`src/rtl/mmio_responder.sv`:
```
// PSL MMIO slave: 64-bit register file plus read-only AFU descriptor, odd parity check/generate, sticky error flags.
// Ack arrives two cycles after the accepted valid; no backpressure, so a valid seen while busy is dropped and flagged.
module mmio_responder #(
  parameter int          NUM_REGS   = 16,
  parameter logic [63:0] DESC_WORD0 = 64'h0
) (
  input  logic                     clock,
  input  logic                     reset,
  input  logic [93:0]              mmio_in,
  output logic [65:0]              mmio_out,
  output logic [64*NUM_REGS-1:0]   regs,
  output logic                     reg_wr,
  output logic [7:0]               reg_wr_index,
  output logic                     parity_error,
  output logic                     protocol_error
);

  localparam int IW = (NUM_REGS > 1) ? $clog2(NUM_REGS) : 1;

  typedef struct packed {
    logic        valid;
    logic        cfg;
    logic        read;
    logic        doubleword;
    logic [0:23] address;
    logic        address_parity;
    logic [0:63] data;
    logic        data_parity;
  } mmio_req_t;

  typedef enum logic [1:0] {IDLE, CHECK, RESP} state_t;

  mmio_req_t   req;
  state_t      state, state_nxt;

  logic        cfg_q, read_q, dw_q, addr_par_q, wpar_q;
  logic [23:0] addr_q;
  logic [63:0] wdat_q;
  logic [63:0] rf [NUM_REGS];
  logic        ack_q;
  logic [63:0] data_q;

  logic [22:0] dw_idx;
  logic        word_sel, addr_bad, data_bad, par_bad, misalign, in_range, wr_ok;
  logic [63:0] cur, src, rdata, wr_val;
  logic [31:0] half;

  assign req = mmio_in;

  always_ff @(posedge clock) begin
    if (reset) state <= IDLE;
    else       state <= state_nxt;
  end

  always_comb begin
    state_nxt = state;
    case (state)
      IDLE:    if (req.valid) state_nxt = CHECK;
      CHECK:   state_nxt = RESP;
      RESP:    state_nxt = IDLE;
      default: state_nxt = IDLE;
    endcase
  end

  // addr_q is stored numerically, so bit 0 is big-endian address[23] (the word select).
  always_comb begin
    dw_idx   = addr_q[23:1];
    word_sel = addr_q[0];
    addr_bad = addr_par_q != ~^addr_q;
    data_bad = ~read_q && (wpar_q != ~^wdat_q);
    par_bad  = addr_bad | data_bad;
    misalign = dw_q & word_sel;
    in_range = dw_idx < 23'(NUM_REGS);
    wr_ok    = (state == CHECK) && !read_q && !cfg_q && !par_bad && !misalign && in_range;
    cur      = in_range ? rf[dw_idx[IW-1:0]] : 64'h0;
    if (cfg_q) src = (dw_idx == 23'd0) ? DESC_WORD0 : 64'h0;
    else       src = cur;
    half     = word_sel ? src[31:0] : src[63:32];
    if (par_bad)       rdata = 64'h0;
    else if (misalign) rdata = {64{1'b1}};
    else if (dw_q)     rdata = src;
    else               rdata = {half, half};
    if (dw_q)          wr_val = wdat_q;
    else if (word_sel) wr_val = {cur[63:32], wdat_q[31:0]};
    else               wr_val = {wdat_q[31:0], cur[31:0]};
  end

  always_ff @(posedge clock) begin
    if (reset) begin
      cfg_q          <= 1'b0;
      read_q         <= 1'b0;
      dw_q           <= 1'b0;
      addr_q         <= 24'h0;
      addr_par_q     <= 1'b0;
      wdat_q         <= 64'h0;
      wpar_q         <= 1'b0;
      ack_q          <= 1'b0;
      data_q         <= 64'h0;
      parity_error   <= 1'b0;
      protocol_error <= 1'b0;
      for (int i = 0; i < NUM_REGS; i++) rf[i] <= 64'h0;
    end else begin
      if (state == IDLE && req.valid) begin
        cfg_q      <= req.cfg;
        read_q     <= req.read;
        dw_q       <= req.doubleword;
        addr_q     <= req.address;
        addr_par_q <= req.address_parity;
        wdat_q     <= req.data;
        wpar_q     <= req.data_parity;
      end
      ack_q <= (state == CHECK);
      if (state == CHECK) begin
        data_q <= read_q ? rdata : 64'h0;
        if (par_bad)  parity_error   <= 1'b1;
        if (misalign) protocol_error <= 1'b1;
      end
      if (state != IDLE && req.valid) protocol_error <= 1'b1;
      if (wr_ok) rf[dw_idx[IW-1:0]] <= wr_val;
    end
  end

  assign reg_wr       = wr_ok & ~reset;
  assign reg_wr_index = dw_idx[7:0];
  assign mmio_out     = {ack_q, data_q, ~^data_q};

  for (genvar g = 0; g < NUM_REGS; g++) begin : g_regs
    assign regs[64*g +: 64] = rf[g];
  end

endmodule

```
`config.mk`:
```
export PLATFORM = sky130hd
export DESIGN_NAME = mmio_responder
export DESIGN_NICKNAME = d
export VERILOG_FILES = /design/src/rtl/mmio_responder.sv
export SDC_FILE = /design/constraint.sdc
export NUM_CORES = 2
export LEC_CHECK = 0
export BUFFER_PORTS_ARGS = -buffer_cell sky130_fd_sc_hd__buf_2
export CELL_PAD_IN_SITES_DETAIL_PLACEMENT = 2
export CELL_PAD_IN_SITES_GLOBAL_PLACEMENT = 2
export CORE_AREA = 3 3 461 463
export DETAILED_ROUTE_END_ITERATION = 8
export DIE_AREA = 0 0 464 466
export HOLD_SLACK_MARGIN = 0.15
export PLACE_DENSITY = 0.6
export SYNTH_ARGS = -nofsm -noshare
export SYNTH_HDL_FRONTEND = slang
export SYNTH_SLANG_ARGS = --single-unit
```
`constraint.sdc`:
```
create_clock -name clock -period 5.5 [get_ports clock]
set_input_delay 0.55 -clock clock [delete_from_list [all_inputs] [get_ports clock]]
set_output_delay 0.55 -clock clock [all_outputs]
set_load 0.03 [all_outputs]
```
# Yosys cells after proc, flatten, opt, wreduce, memory -nomap -nowiden
# Memory sizes are Yosys's and may differ from the RTL's. A register that Yosys moved wholly into a read port is not among the register bits.
# Index checks and enable logic that the tools add are counted.
[word_totals] register_bits=162 latch_bits=0 mem_bits_rw=1024 romBits=0 input_bits=96 out_inout_bits=1101 memories=1
[mem_list] memory="rf" depth=16 word_bits=64 rd=17 rd_clocked_by_memory_dff=1 wr=16 line="39" source="logic [63:0] rf [NUM_REGS];"
[classes] addsub=0 n_mul=0 n_div=0 n_lt_le_gt_ge=1 eq_ne=4 shifts=0 mux=24 n_bitwise=5 n_reduce_logical=22
[op_table] cell="64-bit two-way mux" n=9
[op_table] cell="64-bit XNOR reduction" n=2
[op_table] cell="64-bit OR reduction" n=1
[op_table] cell="32-bit two-way mux" n=1
[op_table] cell="24-bit XNOR reduction" n=1
[op_table] cell="23-bit by 5-bit less-than comparator with 1-bit output, second input constant" n=1
[op_table] cell="4-bit two-way mux" n=3
[op_table] cell="1-bit two-way mux" n=9
[op_table] cell="1-bit logical AND" n=8
[op_table] cell="2-bit nonzero test" n=3
[op_table] cell="1-bit zero test" n=4
[op_table] cell="2-bit one-hot mux with 2 select lines" n=1
[op_table] cell="2-bit AND reduction" n=2
[op_table] cell="1-bit bitwise AND" n=2
[op_table] cell="2-bit by 1-bit == test with 1-bit output, second input constant" n=1
[op_table] cell="2-bit zero test" n=1
[op_table] cell="2-bit two-way mux" n=1
[op_table] cell="1-bit != test" n=2
[op_table] cell="2-bit != test, second input constant" n=1
[op_table] cell="1-bit inverter" n=2
[op_table] cell="1-bit bitwise OR" n=1

# Longest topological paths before layout
[logic_depth] ltp_word=13 mapped_depth=13 depth_no_buf=11

# Worst setup path before layout
# No wires, ideal clock.
[synth_timing] kind="reg-to-reg" from="reg addr_q[8]" to="mem rf[14][0], enable pin" arrival_ns=3.665 setup_slack_ns=1.402 path_stages_with_launch=12 path_buffers=1 period_less_slack_ns=4.098 path_cell_list="dfxtp_1 > inv_1 > ha_1 > xnor2_1 > xnor2_1 > xnor2_1 > xnor2_1 > nand3_1 > nor3b_2 > nand4_1 > buf_2 > nand2b_1"
[synth_lines] item="from (decl)" line="37" source="logic [23:0] addr_q;"
[synth_lines] item="from (signal assigned)" line="107" source="addr_q <= req.address;"
[synth_lines] item="to (decl)" line="39"

==> metrics <==
final core area utilization=around a third; syn_nets=~4300; top cells by area, synth=edfxtp_1 57%, mux4_2 11%, dfxtp_1 6.1%, nor3_1 4.3%, nor2_1 3.8%; DR WL/cell=40.04 um; hold crit path type=in -> reg; hold_buf cts=93; setup TNS=0 ns; top-level I/O count=~1200; Starting Density=25.87%; Die ar.=216200 um^2; global-route wire length before repair=439900 um; Max-slew headroom=about 4.6%; Hold Path Depth=3; WS Path Type=reg -> reg; minimum clock period after layout=4.644 ns; endpoints failing setup=0; RSZ-0062 raised after global routing=no; port bufs=1196; worst reg2reg setup slack=roughly 0.86 ns; Seq/Total Area, Yosys=62.96%; Slew @ Worst Pin=~1.4 ns; Resized cells post-CTS=0; Max VDD drop=396.6 uV; htree depth=4; Critical R2R Capture=rf[1][1]$_SDFFCE_PN0P_; 1st-pass router iterations=6; Worst Setup Start Kind=flip-flop; final critical-path share of the clock period=84.43%; CP endpoint kind=flip-flop; via total after detailed routing=between 40000 and 50000; share of the synthesized area in the top cell type=between 50% and 60%; max-cap viol count=0; clock buffer count from CTS=148; layout cells sized above 1=37.05%; Skew-Pair Late Insertion Delay=roughly 0.84 ns; initial detailed-routing violation count=4837; arrival time at the worst endpoint=5.19 ns; CTS Buffer Depth=3; antenna violations before repair=between 50 and 60; Total Routing Usage GR=29.82%; CTS tree=yes; syn avg cell area=approximately 13 um^2; Slew Viols, Final=0; Yosys top cell by area=edfxtp_1; std cell rows=168; number of global-route vias before repair=between 40000 and 50000; final net count=~5500; drc violations=0; pin count of the biggest net entering global routing=84; Reg clk slew, reported paths=approximately 0.06 ns; final hold violation count=0; core area=~210000 um^2; status=completed; clock sink total=1190; CP required=6.05 ns; post-DP HPWL=approximately 250000 um; grt ovf=0; Mapped Cells=between 4000 and 5000; FF-to-FF path depth=9; WL final=333100 um; chip height=466 um; CP Max Fanout=28; area grow syn2layout=29.11%; most frequent cells in the layout=1195 x buf_2, 1024 x edfxtp_1, 551 x nor2_1; Antenna Nets Post-Route=0; gp weighted congestion=~0.91; vias per inst=5.403; clock skew=0.06042 ns; FMAX=~220 MHz; P per Cell Area=353.3 nW/um^2; Yosys reg bits=1190; commonest non-fill, non-tap cell in the layout=buf_2; Yosys cell types=41; synthesized area=about 54000 um^2; root buffer selected by CTS=clkbuf_16; post-CTS setup buffers=0; P_leak=25.82 nW; worst hold start=mmio_in[70]; Die W=464 um; yosys warns=0
==> critical path: stages, from the launching register on <==
cell,delay [ns]
dfxtp_4,0.99
buf_12,0.32
buf_4,0.22
mux4_2,0.50
a22oi_1,0.29
nand2_1,0.47
and3_1,0.39
a21oi_1,0.59
buf_4,0.39
nor2_1,0.09
==> state kept, by name, indices dropped and copies added, names as in the netlist, named ones only <==
signal,cells
dw_q,1
protocol_error,1
addr_q,24
state,2
cfg_q,1
data_q,64
wpar_q,1
parity_error,1
addr_par_q,1
rf,1024
ack_q,1
read_q,1
wdat_q,64
==> per-layer routing <==
layer  GRT usage, %  wire length, um  vias up
li1               -                -    17920
met1          38.10           134400    24080
met2          47.81           155000     2428
met3          7.896            27650      523
met4          12.41            16040        8
met5              0               65        -
==> power by group <==
part	switching, W	total, W	internal [W]
sequential	0.000344	0.0104	0.0101
combinational	0.00331	0.00449	0.00118
clock	0.00433	0.00975	0.00542
total	0.00798	0.0247	0.0167
==> worst max-delay path by stage <==
stage	depth (start not counted)	to	start
after floorplan	11	rf[14][0]$_SDFFCE_PN0P_	addr_q[8]$_SDFFE_PP0P_
after global placement	9	rf[6][1]$_SDFFCE_PN0P_	flip-flop
after detailed placement	9	rf[1][1]$_SDFFCE_PN0P_	flip-flop
after CTS	9	rf[7][1]$_SDFFCE_PN0P_	flip-flop
after global routing	9	rf[14][1]$_SDFFCE_PN0P_	flip-flop
final	9	rf[1][1]$_SDFFCE_PN0P_	flip-flop
==> through the flow <==
step           setup slack, ns  instances  power [W]  cell area, um^2  hold WS, ns
3_3_place_gp            0.6473       7933    0.01501            64140       0.4401
4_1_cts                 0.6313       8295    0.02485            69810       0.1808
3_5_place_dp            0.6417       7934    0.01506            64170       0.4556
5_1_grt                 0.6073       8309    0.02539            69840       0.1878
6_report                0.8562       8320    0.02468            69870       0.2187
2_1_floorplan            1.402       4164    0.01291            54120       0.4363
==> logic make-up after synthesis <==
kind of cell | count (synthesis) | share of synthesized area, %
xor gates and xnor gates | 141 | 2.307
DFF | 1190 | 62.96
muxes | 256 | 10.65
buffers and inverters | 480 | 4.099
adders and majority gates | 15 | 0.3468
and+or+nand+nor | 1565 | 13.28
AOI/OAI and AO/OA | 517 | 6.356
==> Yosys cell counts, drive strengths merged <==
cell,count
a21boi,32
a21oi,191
a22oi,128
a311oi,32
a31oi,33
a41oi,1
and2,3
and3,32
and4b,1
buf,227
clkbuf,231
dfxtp,166
edfxtp,1024
ha,15
inv,22
mux4,256
nand2,320
nand2b,18
nand3,46
nand4,4
nor2,554
nor2b,69
nor3,514
nor3b,2
nor4,1
o211ai,32
o21ai,66
o21ba,1
o22ai,1
or2,1
xnor2,123
xnor3,1
xor2,17
==> final cells by class <==
class                      count  area (um^2)
antenna                       25        62.56
clock buffer                 194         3966
clock inverter                74        745.7
fill                       21990       139300
inverter                      22        82.58
multi-input combinational   2494        18250
sequential                  1190        34090
tap                         2805         3510
timing repair buffer        1516         9163
Note: power is estimated with default switching activity, not from simulation.
